$ cat src/rtl/wm_pkg.sv
// rtl/wm_pkg.sv - shared washer control panel constants and state encoding
//
// Purpose : holds the 3-bit panel state encoding and the default debounce and
//           start-acknowledge timeout values. wm_control_panel and
//           wm_debounce both import it.
// Ports   : none (package)
package wm_pkg;

  localparam int DEFAULT_DEBOUNCE_CNT = 4;
  localparam int DEFAULT_ACK_TIMEOUT  = 8;

  typedef enum logic [2:0] {
    PANEL_IDLE     = 3'd0,
    PANEL_LAUNCH   = 3'd1,
    PANEL_WAIT_ACK = 3'd2,
    PANEL_RUN      = 3'd3,
    PANEL_PAUSED   = 3'd4,
    PANEL_COMPLETE = 3'd5
  } panel_state_t;

endpackage

$ cat src/rtl/wm_debounce.sv
// rtl/wm_debounce.sv - button synchronizer, debouncer and press pulse
//
// Purpose : passes a raw asynchronous push-button through a 2-flop
//           synchronizer and a stability counter. It emits a 1-cycle press
//           pulse on the debounced rising edge.
// Ports   : clk, rst_n (sync active-low) ; btn raw button ;
//           press 1-cycle pulse, high in the cycle the debounced level rises
module wm_debounce
  import wm_pkg::*;
#(
  parameter int DEBOUNCE_CNT = DEFAULT_DEBOUNCE_CNT
) (
  input  logic clk,
  input  logic rst_n,
  input  logic btn,
  output logic press
);

  localparam int CW = $clog2(DEBOUNCE_CNT + 1);

  logic          sync1;
  logic          sync2;
  logic          level;
  logic [CW-1:0] cnt;
  logic          last_sample;

  // The current differing sample is the DEBOUNCE_CNT-th one in a row.
  assign last_sample = (cnt == CW'(DEBOUNCE_CNT - 1));

  always_ff @(posedge clk) begin
    if (!rst_n) begin
      sync1 <= 1'b0;
      sync2 <= 1'b0;
      level <= 1'b0;
      cnt   <= '0;
      press <= 1'b0;
    end else begin
      sync1 <= btn;
      sync2 <= sync1;
      press <= 1'b0;
      if (sync2 == level) begin
        cnt <= '0;
      end else if (last_sample) begin
        level <= sync2;
        cnt   <= '0;
        press <= sync2;
      end else begin
        cnt <= cnt + 1'b1;
      end
    end
  end

endmodule

$ cat src/rtl/wm_control_panel.sv
// rtl/wm_control_panel.sv - washing machine front panel sequencer
//
// Purpose : debounces start/pause buttons and sequences a wash cycle. It
//           latches the program options, issues a start pulse and waits for
//           the washer to drop done. It then tracks run/pause/complete and
//           flags a washer that never acknowledges the start.
// Ports   : clk, rst_n (sync active-low)
//           start_btn, pause_btn raw buttons ; double_sel, dry_sel selectors
//           done washer done flag
//           start 1-cycle pulse ; double_wash, dry_wash latched options
//           time_pause, running, cycle_complete status ; ack_error sticky
module wm_control_panel
  import wm_pkg::*;
#(
  parameter int DEBOUNCE_CNT = DEFAULT_DEBOUNCE_CNT,
  parameter int ACK_TIMEOUT  = DEFAULT_ACK_TIMEOUT
) (
  input  logic clk,
  input  logic rst_n,
  input  logic start_btn,
  input  logic pause_btn,
  input  logic double_sel,
  input  logic dry_sel,
  input  logic done,
  output logic start,
  output logic double_wash,
  output logic dry_wash,
  output logic time_pause,
  output logic running,
  output logic cycle_complete,
  output logic ack_error
);

  localparam int AW = $clog2(ACK_TIMEOUT + 1);

  panel_state_t  state, state_nxt;
  logic          start_press;
  logic          pause_press;
  logic          accept_start;
  logic          ack_hit;
  logic [AW-1:0] ack_cnt;

  wm_debounce #(.DEBOUNCE_CNT(DEBOUNCE_CNT)) u_start_db (
    .clk   (clk),
    .rst_n (rst_n),
    .btn   (start_btn),
    .press (start_press)
  );

  wm_debounce #(.DEBOUNCE_CNT(DEBOUNCE_CNT)) u_pause_db (
    .clk   (clk),
    .rst_n (rst_n),
    .btn   (pause_btn),
    .press (pause_press)
  );

  assign accept_start = start_press &&
                        ((state == PANEL_IDLE) || (state == PANEL_COMPLETE));
  // done is still high on the sample that would make the count hit the limit.
  assign ack_hit = done && (ack_cnt == AW'(ACK_TIMEOUT - 1));

  always_ff @(posedge clk) begin
    if (!rst_n) state <= PANEL_IDLE;
    else        state <= state_nxt;
  end

  always_comb begin
    state_nxt = state;
    case (state)
      PANEL_IDLE:     if (start_press) state_nxt = PANEL_LAUNCH;
      PANEL_LAUNCH:   state_nxt = PANEL_WAIT_ACK;
      PANEL_WAIT_ACK: begin
        if (!done)        state_nxt = PANEL_RUN;
        else if (ack_hit) state_nxt = PANEL_IDLE;
      end
      PANEL_RUN: begin
        // A finished washer wins over a pause request on the same cycle.
        if (done)             state_nxt = PANEL_COMPLETE;
        else if (pause_press) state_nxt = PANEL_PAUSED;
      end
      PANEL_PAUSED: begin
        if (done)             state_nxt = PANEL_COMPLETE;
        else if (pause_press) state_nxt = PANEL_RUN;
      end
      PANEL_COMPLETE: if (start_press) state_nxt = PANEL_LAUNCH;
      default:        state_nxt = PANEL_IDLE;
    endcase
  end

  always_comb begin
    start          = (state == PANEL_LAUNCH);
    time_pause     = (state == PANEL_PAUSED);
    cycle_complete = (state == PANEL_COMPLETE);
    running        = (state == PANEL_LAUNCH) || (state == PANEL_WAIT_ACK) ||
                     (state == PANEL_RUN)    || (state == PANEL_PAUSED);
  end

  always_ff @(posedge clk) begin
    if (!rst_n) begin
      double_wash <= 1'b0;
      dry_wash    <= 1'b0;
      ack_error   <= 1'b0;
      ack_cnt     <= '0;
    end else begin
      if (accept_start) begin
        // Dry wash overrides double wash when both selectors are set.
        dry_wash    <= dry_sel;
        double_wash <= double_sel && !dry_sel;
        ack_error   <= 1'b0;
      end else if ((state == PANEL_WAIT_ACK) && ack_hit) begin
        ack_error <= 1'b1;
      end
      if ((state == PANEL_WAIT_ACK) && done && !ack_hit) ack_cnt <= ack_cnt + 1'b1;
      else                                              ack_cnt <= '0;
    end
  end

endmodule

$ cat config.mk
export PLATFORM = sky130hd
export DESIGN_NAME = wm_control_panel
export DESIGN_NICKNAME = d
export VERILOG_FILES = /design/src/rtl/wm_pkg.sv /design/src/rtl/wm_debounce.sv /design/src/rtl/wm_control_panel.sv
export SDC_FILE = /design/constraint.sdc
export NUM_CORES = 1
export LEC_CHECK = 0
export BUFFER_PORTS_ARGS = -buffer_cell sky130_fd_sc_hd__buf_4
export CAP_MARGIN = 20
export CORE_MARGIN = 1.5
export CORE_UTILIZATION = 54
export CTS_CLUSTER_DIAMETER = 80
export DETAILED_ROUTE_END_ITERATION = 8
export PLACE_DENSITY = 0.76
export REMOVE_ABC_BUFFERS = 1
export SLEW_MARGIN = 20
export SYNTH_ARGS = -nofsm -noshare
export SYNTH_HDL_FRONTEND = slang
export SYNTH_SLANG_ARGS = --single-unit
$ cat constraint.sdc
create_clock -name clk -period 1.4 [get_ports clk]
set_clock_uncertainty 0.1 [all_clocks]
set_input_delay 0.21 -clock clk [delete_from_list [all_inputs] [get_ports clk]]
set_output_delay 0.21 -clock clk [all_outputs]
set_load 0.01 [all_outputs]
* Yosys cells after proc, flatten, opt, wreduce, memory -nomap -nowiden
Cells that the tools add are included.
** Storage, ports and cells
- Bits in registers :: 24
- Bits of input ports :: 7
** Operators by class
- Eq/ne operators :: 14
- Muxes and demuxes :: 8
- Bitwise operators :: 5
- Add/subtract/negate cells :: 3
- Reduce and logical (&&, ||, !) cells :: 23
** Operators with widths (number)
- $mux 3 :: 7
- $pmux 3 s5 :: 1
- $eq 3x2->1 const B :: 4
- $reduce_or 3->1 :: 4
- $add 3x1->3 const B :: 2
- $eq 3x3->1 const B :: 2
- $logic_and 1x1->1 :: 6
- $ne 3x2->1 const B :: 2
- $reduce_and 2->1 :: 3
- $not 1->1 :: 5
- $add 4x1->4 const B :: 1
- $eq 4x3->1 const B :: 1
- $logic_or 1x1->1 :: 4
- $reduce_and 4->1 :: 1
- $reduce_or 2->1 :: 2
- $eq 3x1->1 const B :: 1
- $logic_not 3->1 :: 1
- $ne 3x3->1 const B :: 1
- $eq 1x1->1 :: 2
- $logic_not 1->1 :: 2
- $ne 2x1->1 const B :: 1

* Depth between registers and ports, before layout
Gate-level depths: netlist of run 1.
- Depth after elaboration :: 5
- Mapped depth :: 5
- Gate-level depth less buffers :: 4

* Modules after synthesis
Synthesis of run 1 repeated with hierarchy kept, for this count alone.
** Second synthesis, totals
- Cell total of the unflattened synthesis :: 111
- Area, all modules :: 1119.8 µm²
** By module, submodules not included
- wm_control_panel :: cells an instance 73, area an instance 624.3 µm², times used 1
- wm_debounce :: cells an instance 19, area an instance 247.7 µm², times used 2

* Worst setup path after synthesis of run 1
No wires, ideal clock.
- Kind :: flip-flop to flip-flop
- Start :: register ack_cnt[0]
- End :: register state[1]
- Library setup time :: 0.122 ns
- Stages on the path, launching flop included :: 5
- Required time :: 1.178 ns
- Arrival :: 1.046 ns
- Buffers on the path :: 0
- Slack :: 0.132 ns
- Path through :: dfxtp_1 > ha_1 > and3b_1 > a21oi_1 > a311o_1
** Between the ends
- Word-level cells in the longest chain between the ends :: 4
** RTL lines
- from (decl) :: line wm_control_panel.sv:41 : logic [AW-1:0] ack_cnt;
- from (signal assigned) :: line wm_control_panel.sv:113 : if ((state == PANEL_WAIT_ACK) && done && !ack_hit) ack_cnt <= ack_cnt + 1'b1;
- $eq 4x3->1 :: line wm_control_panel.sv:60 : assign ack_hit = done && (ack_cnt == AW'(ACK_TIMEOUT - 1));
- $logic_and 1x1->1 :: line wm_control_panel.sv:60
- $ne 3x3->1 (no source line)
- $reduce_and 4->1 (no source line)
- to (signal assigned) :: line wm_control_panel.sv:64 : else state <= state_nxt;
- to (decl) :: line wm_control_panel.sv:36 : panel_state_t state, state_nxt;
No other way between the ends.
A chain may end at the register's enable or synchronous reset.

* Worst setup path after layout of run 1
- Start :: register state[0]
- End :: output port running
** Between the ends
- Word-level cells in the longest chain between the ends :: 4
- Elaborated cells on any way between the ends :: 7
- Those cells by class :: 4 x eq/ne; 3 x reduce/logical
** RTL lines
- $eq 3x1->1 / $eq 3x2->1 (equally long branches) :: line wm_control_panel.sv:94 : running = (state == PANEL_LAUNCH) || (state == PANEL_WAIT_ACK) ||
- $logic_or 1x1->1 (2 in series) :: line wm_control_panel.sv:94
- $logic_or 1x1->1 * :: line wm_control_panel.sv:95 : (state == PANEL_RUN) || (state == PANEL_PAUSED);
- to (decl) :: line wm_control_panel.sv:29 : output logic running,
Mark *: on every way between the ends. The rest lies on a longest branch, timed or not.

==> impl_metrics.tcl, run 1 <==
set metrics [dict create \
    critPathArrivalTime_ns 1.14 \
    ys_ff_latch 24 \
    vias_per_cell 5.29 \
    peakVddDrop_mv 0.693 \
    nets 142 \
    gp_congestion 0.861 \
    worstPathRequired_ns 1.09 \
    wl_per_cell_um 12.8 \
    synthArstFlopShare_pct 0 \
    antenna_found_initial 0 \
    drc_errors 0 \
    synth_area_mm2 0.00102 \
    cellPowerDensity_mw_per_mm2 825 \
    synth_edf_count 0 \
    timing.final.ws_setup_ns -0.0478 \
    slew_violations 0 \
    ys.flop_type "dfxtp_1" \
    synth_compound_area_share_pct 8.91 \
    dr.pass1.iters 4 \
    grt_start_max_net_pins 20 \
    cts_sinks 24 \
    die_area_mm2 0.00217 \
    htreeDepth 1 \
    fmax_mhz 691 \
    r2r_slack_ns -0.02 \
    r2r_cells 6 \
    synth_top_family_by_area "simple AND/OR/NAND/NOR gates" \
    drv_cap 0 \
    worstSetupStartpointType "flip-flop" \
    vias 814 \
    synthCells 106 \
    mostFrequentLayoutCells "dfxtp_1 (20), buf_4 (18), nor2_1 (9)" \
    grt_overflow_total 0 \
    dp_hpwl_mm 1.24 \
    reg2reg_to "state[1]" \
    worstSetupStartpoint "state[0]" \
    max_slew.worst_pin.slew_ns 0.239 \
    synthMuxAreaShare_pct 2.93 \
    die_x_um 46.6 \
    start_util_pct 58.7 \
    grt_pass1_vias 775 \
    endpoint "running" \
    antenna_cells 0 \
    ys_seq_area_share_pct 46.9 \
    timing.rr.start "state[0]" \
    hp-class "in -> reg" \
    io_pins 14 \
    final_common_cell "dfxtp_1" \
    coreArea_mm2 0.00175 \
    cts_buffer_depth 2 \
    worstSetupPathType "reg -> out" \
    power.total_mw 1.09 \
    std_cell_rows 15 \
    yosysUniqueCellTypes 31 \
    violations "negative setup slack" \
    p_leak_nw 0.532 \
    worstPathMaxFanout 3 \
    die_h_um 46.6 \
    grt_use_total_pct 20.6 \
    post-route-period-util_pct 103 \
    slew_headroom_pct 84.0 \
    pre_cts_slack_ns 0.0599 \
    numCtsBuffers 3 \
    totalWireLength_mm 1.97 \
    setup_violations 6 \
    tritoncts "built" \
    drive_gt1_share_pct 31.8 \
    syn_area_per_cell_um2 9.67 \
    clk_latency_ns 0.31 \
    root_buffer "clkbuf_4" \
    synth_xor_area_share_pct 4.27 \
    finalHoldViolCount 0 \
    area_growth_pct 28.4 \
    yosysWarnings 0 \
    synthSimpleGateAreaFrac_pct 25.0 \
    clkTransAtPathRegs_ns 0.12 \
    portBuffers 13 \
    drt_iter0_drc 7 \
    ant_nets 0 \
    period_minus_slack_ns 1.45 \
    synthAdderAreaFrac_pct 6.11 \
    rsz0062_at_grt "true" \
    end_kind "primary output" \
    grt_pass1_wl_mm 3.08 \
    status "finished, violations left" \
]
-- how the worst min path moves through the flow --
stage                            from                 to  slack (ns)  depth (start not counted)
floorplan                       rst_n           state[2]        0.23                          1
global placement    u_pause_db.cnt[0]  u_pause_db.cnt[0]        0.31                          1
detailed placement  u_start_db.cnt[0]  u_start_db.cnt[0]        0.31                          1
CTS                        double_sel        double_wash        0.05                          3
global route                  dry_sel        double_wash        0.07                          3
finish                        dry_sel           dry_wash        0.06                          3
-- power by group --
part	total [mW]	internal (mW)	leakage, nW	switching [mW]
Sequential	0.689	0.686	0.197	0.00335
Clock	0.355	0.159	0.0210	0.196
Combinational	0.0423	0.0242	0.315	0.0182
-- synthesized netlist by cell type, drive strengths merged (2+ instances only) --
library cell  count  area share (%)
a21oi             5             2.4
and2              4             2.4
and4b             2             2.0
buf               3             2.9
clkbuf            2            0.73
dfxtp            24              47
ha                5             6.1
inv               6             2.2
mux2i             3             2.9
nand2b            2             1.2
nand3             3             1.5
nand3b            3             2.2
nor2             12             4.4
nor2b             5             3.1
nor3              5             2.4
nor3b             3             2.2
o21ai             3             1.5
xnor2             3             2.6
xor2              2             1.7
-- repair_timing --
item                       4_1_cts  5_1_grt
resized for setup               14        9
setup endpoints to repair        4        8
cloned                           0        0
hold buffers                     2        0
pin swaps                        2        6
hold endpoints to repair         2        0
buffers inserted                 4        2
-- layer usage --
layer  up-vias  track usage [%]  wire length [um]
li1        405                -                 -
met5         -                0                 0
met1       386             21.8               854
met2        17             36.4              1000
met3         6             3.92                68
met4         0             13.7                46
-- metrics by stage --
step	instances	utilization, %	setup TNS (ns)	hold slack (ns)	instance area, um^2
floorplan	101	-	0	0.228	987
global placement	142	65.2	0	0.307	1140
detailed placement	142	65.2	0	0.314	1140
CTS	152	72.5	-0.177	0.0481	1260
global route	154	75.4	-0.560	0.0667	1320
finish	154	75.4	-0.136	0.0625	1320
-- layout make-up --
cell class	instances	area, um^2
repair buffers	24	200
inverters	6	22.5
flip-flops and latches	24	490
well taps	25	31.3
multi-input cells	71	536
fillers	138	429
clock buffers	4	36.3
-- registers in the layout (all words and copies together), names as in the netlist, 3 cells and up --
| signal | count |
|---|---|
| u_start_db.cnt | 3 |
| ack_cnt | 4 |
| u_pause_db.cnt | 3 |
| state | 3 |
-- logic make-up after synthesis --
group                    count (synthesis)
AND/OR/NAND/NOR                         44
flip-flops                              24
AO/OA/AOI/OAI                           14
buffers and inverters                   11
XOR/XNOR                                 5
adder cells (fa/ha/maj)                  5
multiplexers                             3
-- worst max-delay path: stages, from the launching register on --
cell,delay (ns)
dfxtp_4,0.37
buf_6,0.12
nor2_4,0.07
xnor2_1,0.12
buf_4,0.14
Note: power is estimated with default switching activity, not from simulation.
==> run 2: changes to the inputs <==
--- a/config.mk
+++ b/config.mk
@@ -7,11 +7,10 @@
 export LEC_CHECK = 0
 export BUFFER_PORTS_ARGS = -buffer_cell sky130_fd_sc_hd__buf_4
 export CAP_MARGIN = 20
-export CORE_MARGIN = 1.5
-export CORE_UTILIZATION = 54
+export CORE_UTILIZATION = 49
 export CTS_CLUSTER_DIAMETER = 80
 export DETAILED_ROUTE_END_ITERATION = 8
-export PLACE_DENSITY = 0.76
+export PLACE_DENSITY = 0.72
 export REMOVE_ABC_BUFFERS = 1
 export SLEW_MARGIN = 20
 export SYNTH_ARGS = -nofsm -noshare
==> constraint.sdc (replaced) <==
create_clock -name clk -period 1.2 [get_ports clk]
set_clock_uncertainty 0.1 [all_clocks]
set_input_delay 0.18 -clock clk [delete_from_list [all_inputs] [get_ports clk]]
set_output_delay 0.18 -clock clk [all_outputs]
set_load 0.01 [all_outputs]
==> run 2 against run 1 <==
Against the previous run:
- count of clock-buffer cells in the layout is 1 lower
- die area grew 5.1%
- combinational power up 30%
- final area grew 20%
- the flow still finishes with violations (negative setup slack)
- worst hold slack lost 0.035 ns
- highest routed layer unchanged
- wire length is 15% higher
==> impl_metrics.tcl, run 2 (synthesized netlist as in run 1, its figures left out) <==
set metrics [dict create \
    status "finished, violations left" \
    violations "negative setup slack" \
    use_met3_pct 4.91 \
    vias_per_cell 5.16 \
    p_clk_share_pct 40.0 \
    worst_path_dominant_cell_family "flip-flops" \
    crit_chain "buf_6, nor2_4, xnor2_1, buf_4" \
    grt_pass1_wl_mm 3.05 \
    worstPathMaxFanout 4 \
    drt_iter0_drc 12 \
    power.internal_mw 1.17 \
    hold_start "dry_sel" \
    root_buffer "clkbuf_4" \
    gp_congestion 0.831 \
    grt_start_max_net_pins 20 \
    drv_cap 0 \
    crit_buf_inv 2 \
    coreArea_mm2 0.00196 \
    fmax_mhz 690 \
    die_area_mm2 0.00228 \
    worstSetupPathType "reg -> out" \
    htreeDepth 1 \
    die_x_um 47.7 \
    end_kind "primary output" \
    dr.pass1.iters 4 \
    p_sw_mw 0.264 \
    cts_sinks 24 \
    grt_overflow_total 0 \
    period_minus_slack_ns 1.45 \
    p_leak_nw 0.610 \
    dp_hpwl_mm 1.25 \
    worstPathRequired_ns 0.92 \
    stdcell_count 169 \
    grt_pass1_vias 762 \
    slowest_stage "dfxtp_4" \
    wl_per_cell_um 13.4 \
    top_usage_layer "met2" \
    fillCellCount 120 \
    tritoncts "built" \
    timing.final.ws_setup_ns -0.249 \
    start_util_pct 52.2 \
    rsz0062_at_grt "true" \
    p_comb_share_pct 3.8 \
    die_h_um 47.7 \
    largest-register "ack_cnt" \
    dp.cells 153 \
    pwr-share-seq_pct 56.1 \
    area_growth_pct 54.5 \
    cellPowerDensity_mw_per_mm2 904 \
    p_sw_share_pct 18.4 \
    post-route-period-util_pct 121 \
    slew_headroom_pct 84.4 \
    portBuffers 13 \
    timing.rr.start "state[0]" \
    cts_buffer_depth 2 \
    max_slew.worst_pin.slew_ns 0.230 \
    grt_use_total_pct 19.9 \
    hp-class "in -> reg" \
    power.total_mw 1.43 \
    drive_gt1_share_pct 51.4 \
    clkTransAtPathRegs_ns 0.13 \
    finalHoldViolCount 0 \
    worstSetupStartpoint "state[1]" \
    mostFrequentLayoutCells "buf_4 (28), dfxtp_1 (16), nor2_1 (10), buf_6 (7)" \
    ant_nets 0 \
    drc_errors 0 \
    nets 155 \
    setup_violations 12 \
    peakVddDrop_mv 0.778 \
    largest_register_ffs 4 \
    use_met2_pct 34.1 \
    antenna_cells 0 \
    pre_cts_slack_ns -0.103 \
    totalWireLength_mm 2.26 \
    numCtsBuffers 3 \
    max_stage_delay_ns 0.38 \
    vias 872 \
    register_area_um2 498 \
    gr-usage-met1_pct 21.7 \
    multiInputGateArea_um2 664 \
    critPathArrivalTime_ns 1.17 \
    slew_violations 0 \
    antenna_found_initial 0 \
    clk_latency_ns 0.32 \
    io_pins 14 \
    final_common_cell "buf_4" \
    worstSetupStartpointType "flip-flop" \
    std_cell_rows 16 \
]
[run 2: cell types whose count changed in the layout (fill, tap and decap cells not counted), moves of 2 or more]
cell     before  now
buf_4        18   28
ha_1          5    0
ha_4          0    5
dfxtp_1      20   16
buf_6         4    7
dfxtp_2       2    5
nor3_1        4    1
nor2b_1       5    3
nor3_4        0    2
[run 2: tightest hold or removal path: cells and delay by family]
kind                   cells  cell delay, ns
buffers and inverters      1            0.08
muxes                      1            0.06
and+or+nand+nor            1            0.09
[run 2: area by class of cell]
cell class                      count  area share, %
Multi-Input combinational cell     71           42.0
Sequential cell                    24           31.5
Timing Repair Buffer               37           19.5
Tap cell                           27           2.13
Clock inverter                      1           1.90
Inverter                            6           1.58
Clock buffer                        3           1.42
[run 2: path summary, 6_finish.rpt]
path | end | slack, ns | depth (start not counted)
max reg2reg | dry_wash | -0.20 | 6
max | running | -0.25 | 4
min | dry_wash | 0.03 | 3
min reg2reg | u_pause_db.cnt[0] | 0.34 | 1
[run 2: power by group through the flow]
stage               Clock [mW]  Combinational, mW  Sequential [mW]
floorplan                    0             0.0158            0.826
global placement             0             0.0409            0.826
detailed placement           0             0.0422            0.827
CTS                      0.595             0.0521            0.802
global route             0.616             0.0603            0.805
finish                   0.573             0.0549            0.803
[run 2: what timing repair did]
action,in CTS,in global routing
pin swaps,16,10
buffers inserted,9,2
hold buffers,2,0
endpoints found under the hold margin,2,0
resized for setup,39,18
setup endpoints to repair,19,19
[run 2: per-layer routing]
metal,wire (um),part of all wire (%),vias up
li1,-,-,436
met1,1040,46,417
met2,1130,50,15
met3,53,2.3,4
met4,40,1.8,0
met5,0,0,-
[run 2: stage by stage]
step,area [um^2],utilization (%),setup TNS [ns],hold slack (ns)
floorplan,987,-,-0.126,0.198
global placement,1210,61.6,-0.232,0.292
detailed placement,1210,61.6,-0.490,0.293
CTS,1480,75.4,-1.23,0.0147
global route,1580,80.7,-2.08,0.0201
finish,1580,80.7,-1.48,0.0272
==> run 3: changes to the inputs <==
--- a/config.mk
+++ b/config.mk
@@ -7,12 +7,13 @@
 export LEC_CHECK = 0
 export BUFFER_PORTS_ARGS = -buffer_cell sky130_fd_sc_hd__buf_4
 export CAP_MARGIN = 20
-export CORE_UTILIZATION = 49
+export CORE_UTILIZATION = 50
 export CTS_CLUSTER_DIAMETER = 80
 export DETAILED_ROUTE_END_ITERATION = 8
-export PLACE_DENSITY = 0.72
+export PLACE_DENSITY = 0.73
 export REMOVE_ABC_BUFFERS = 1
 export SLEW_MARGIN = 20
 export SYNTH_ARGS = -nofsm -noshare
 export SYNTH_HDL_FRONTEND = slang
+export SYNTH_HIERARCHICAL = 1
 export SYNTH_SLANG_ARGS = --single-unit
==> run 3 against run 2 <==
Against the previous run:
- the run still ends with negative setup slack left
- sequential power is 0.5% higher
- final area is 7.4% higher
- via count is 7.3% higher
- count of clock-buffer cells in the layout stayed put
- first-iteration DRC count is 50% lower
- critical endpoint unchanged
- largest power group unchanged
==> impl_metrics.tcl, run 3 <==
set metrics [dict create \
    synthSimpleGateAreaFrac_pct 28.4 \
    portBuffers 13 \
    slowest_stage "dfxtp_4" \
    htreeDepth 1 \
    period_minus_slack_ns 1.48 \
    worst_path_dominant_cell_family "flip-flops" \
    max_slew.worst_pin.slew_ns 0.354 \
    slew_violations 0 \
    synth_compound_area_share_pct 9.50 \
    grt_pass1_vias 983 \
    synth_area_mm2 0.00112 \
    tritoncts "built" \
    grt_use_total_pct 22.8 \
    end_kind "primary output" \
    crit_buf_inv 2 \
    cellPowerDensity_mw_per_mm2 863 \
    nets 162 \
    r2r_slack_ns -0.25 \
    numCtsBuffers 3 \
    synth_edf_count 0 \
    max_stage_delay_ns 0.39 \
    finalHoldViolCount 0 \
    root_buffer "clkbuf_4" \
    reg2reg_to "state[1]" \
    timing.final.ws_setup_ns -0.278 \
    ys.flop_type "dfxtp_1" \
    die_h_um 49.3 \
    vias 936 \
    p_sw_share_pct 19.6 \
    cts_sinks 24 \
    critPathArrivalTime_ns 1.20 \
    std_cell_rows 16 \
    worstSetupStartpoint "state[1]" \
    drv_cap 0 \
    synth_top_area_cell "dfxtp_1" \
    synth_top_family_by_area "simple AND/OR/NAND/NOR gates" \
    peakVddDrop_mv 0.997 \
    synthArstFlopShare_pct 0 \
    cts_buffer_depth 2 \
    coreArea_mm2 0.00204 \
    pre_cts_slack_ns -0.116 \
    timing.hold.ws_ns 0.0148 \
    ys_seq_area_share_pct 42.9 \
    power.internal_mw 1.18 \
    start_util_pct 54.8 \
    vias_per_cell 5.32 \
    worstSetupStartpointType "flip-flop" \
    synthMuxAreaShare_pct 2.68 \
    ant_nets 0 \
    synth_common_cells "dfxtp_1 (24), nor2_1 (8), a21oi_1 (6), inv_1 (6)" \
    worstSetupPathType "reg -> out" \
    placed_cell_area_mm2 0.00131 \
    fin_util_pct 83.3 \
    status "finished, violations left" \
    r2r_cells 6 \
    io_pins 14 \
    synth_top_area_share_pct 42.9 \
    rsz0062_at_grt "true" \
    worstPathMaxFanout 4 \
    die_x_um 49.3 \
    timing.rr.start "state[2]" \
    dr.pass1.iters 4 \
    hold_path_end "double_wash" \
    area_growth_pct 51.8 \
    synthCells 111 \
    post-route-period-util_pct 123 \
    largest_register_ffs 4 \
    dp_hpwl_mm 1.48 \
    totalWireLength_mm 2.56 \
    p_comb_share_pct 4.8 \
    yosysUniqueCellTypes 38 \
    hold_start "double_sel" \
    largest-register "ack_cnt" \
    final_common_cell "buf_4" \
    mostFrequentLayoutCells "buf_4 (29), dfxtp_1 (17), inv_1 (6), buf_6 (6)" \
    drive_gt1_share_pct 51.7 \
    tns_ns -2.32 \
    yosysWarnings 6 \
    syn_area_per_cell_um2 10.1 \
    p_leak_nw 0.702 \
    stdcell_area_mm2 0.00170 \
    gp_congestion 0.839 \
    p_clk_share_pct 40.3 \
    synth_area_leaders "dfxtp_1 (43%), ha_1 (5.6%), nor4b_1 (3.1%), xor2_1 (3.1%), and2_1 (2.8%)" \
    synthAdderAreaFrac_pct 5.59 \
    violations "negative setup slack" \
    grt_start_max_net_pins 23 \
    setup_violations 14 \
    grt_overflow_total 0 \
    synth_xor_area_share_pct 5.47 \
    drc_errors 0 \
    p_sw_mw 0.288 \
    antenna_found_initial 0 \
    fmax_mhz 676 \
    clk_latency_ns 0.32 \
    clkTransAtPathRegs_ns 0.14 \
    hp-class "in -> reg" \
    grt_pass1_wl_mm 4.21 \
    pwr-share-seq_pct 55.0 \
    worstPathRequired_ns 0.92 \
    drt_iter0_drc 6 \
    ys_ff_latch 24 \
    wl_per_cell_um 14.5 \
    yosysMostFrequentCell "dfxtp_1" \
    slew_headroom_pct 76.2 \
    crit_chain "buf_6, nor2_4, xnor2_2, buf_4" \
    antenna_cells 0 \
    hold_depth 3 \
    die_area_mm2 0.00243 \
]
[run 3: worst reg2reg max path, stage by stage (launching register included)]
cell      delay [ns]
dfxtp_4         0.37
buf_12          0.13
buf_8           0.13
buf_4           0.14
a211oi_1        0.24
o31ai_1         0.13
a31oi_1         0.14
[run 3: kinds of logic (layout without fill, tap and decap cells)]
family,after synthesis,in the layout
compound gates,17,17
xor+xnor,7,7
fa+ha+maj,5,5
buf+inv,11,49
flops,24,24
mux,3,3
simple gates,44,44
[run 3: layout make-up]
type	count	area (um^2)
multi-input cells	76	757
flip-flops and latches	24	494
fillers	119	342
repair buffers	39	340
well taps	27	33.8
clock inverters	1	30.0
clock buffers	3	22.5
inverters	6	22.5
[run 3: worst max path at each step]
stage,end,depth (start not counted)
2_1_floorplan,dry_wash,4
3_3_place_gp,state[1],5
3_5_place_dp,dry_wash,4
4_1_cts,running,4
5_1_grt,running,4
6_report,running,4
[run 3: repair_timing]
| item | in CTS | in global routing |
|---|---|---|
| endpoints found under the setup margin | 21 | 20 |
| pin swaps | 10 | 7 |
| buffers inserted | 9 | 4 |
| endpoints found under the hold margin | 2 | 0 |
| hold buffers | 2 | 0 |
| resized for setup | 33 | 16 |
[run 3: per-layer routing]
layer	wire length, um	GRT usage (%)	up-vias
met5	0	0	-
met4	29	10.8	0
met3	62	2.49	4
met2	1410	42.7	21
met1	1060	25.2	446
li1	-	-	465
[run 3: power groups by stage]
| stage | clock network (mW) | registers (mW) | logic, mW |
|---|---|---|---|
| floorplan | 0 | 0.826 | 0.0195 |
| global placement | 0 | 0.826 | 0.0491 |
| detailed placement | 0 | 0.827 | 0.0510 |
| CTS | 0.596 | 0.806 | 0.0641 |
| global route | 0.621 | 0.809 | 0.0760 |
| finish | 0.591 | 0.807 | 0.0698 |
[run 3: metrics by stage]
stage	std cells	power (mW)
after floorplan	106	0.845
after CTS	172	1.47
after global routing	176	1.51
after global placement	157	0.875
after detailed placement	157	0.878
final	176	1.47
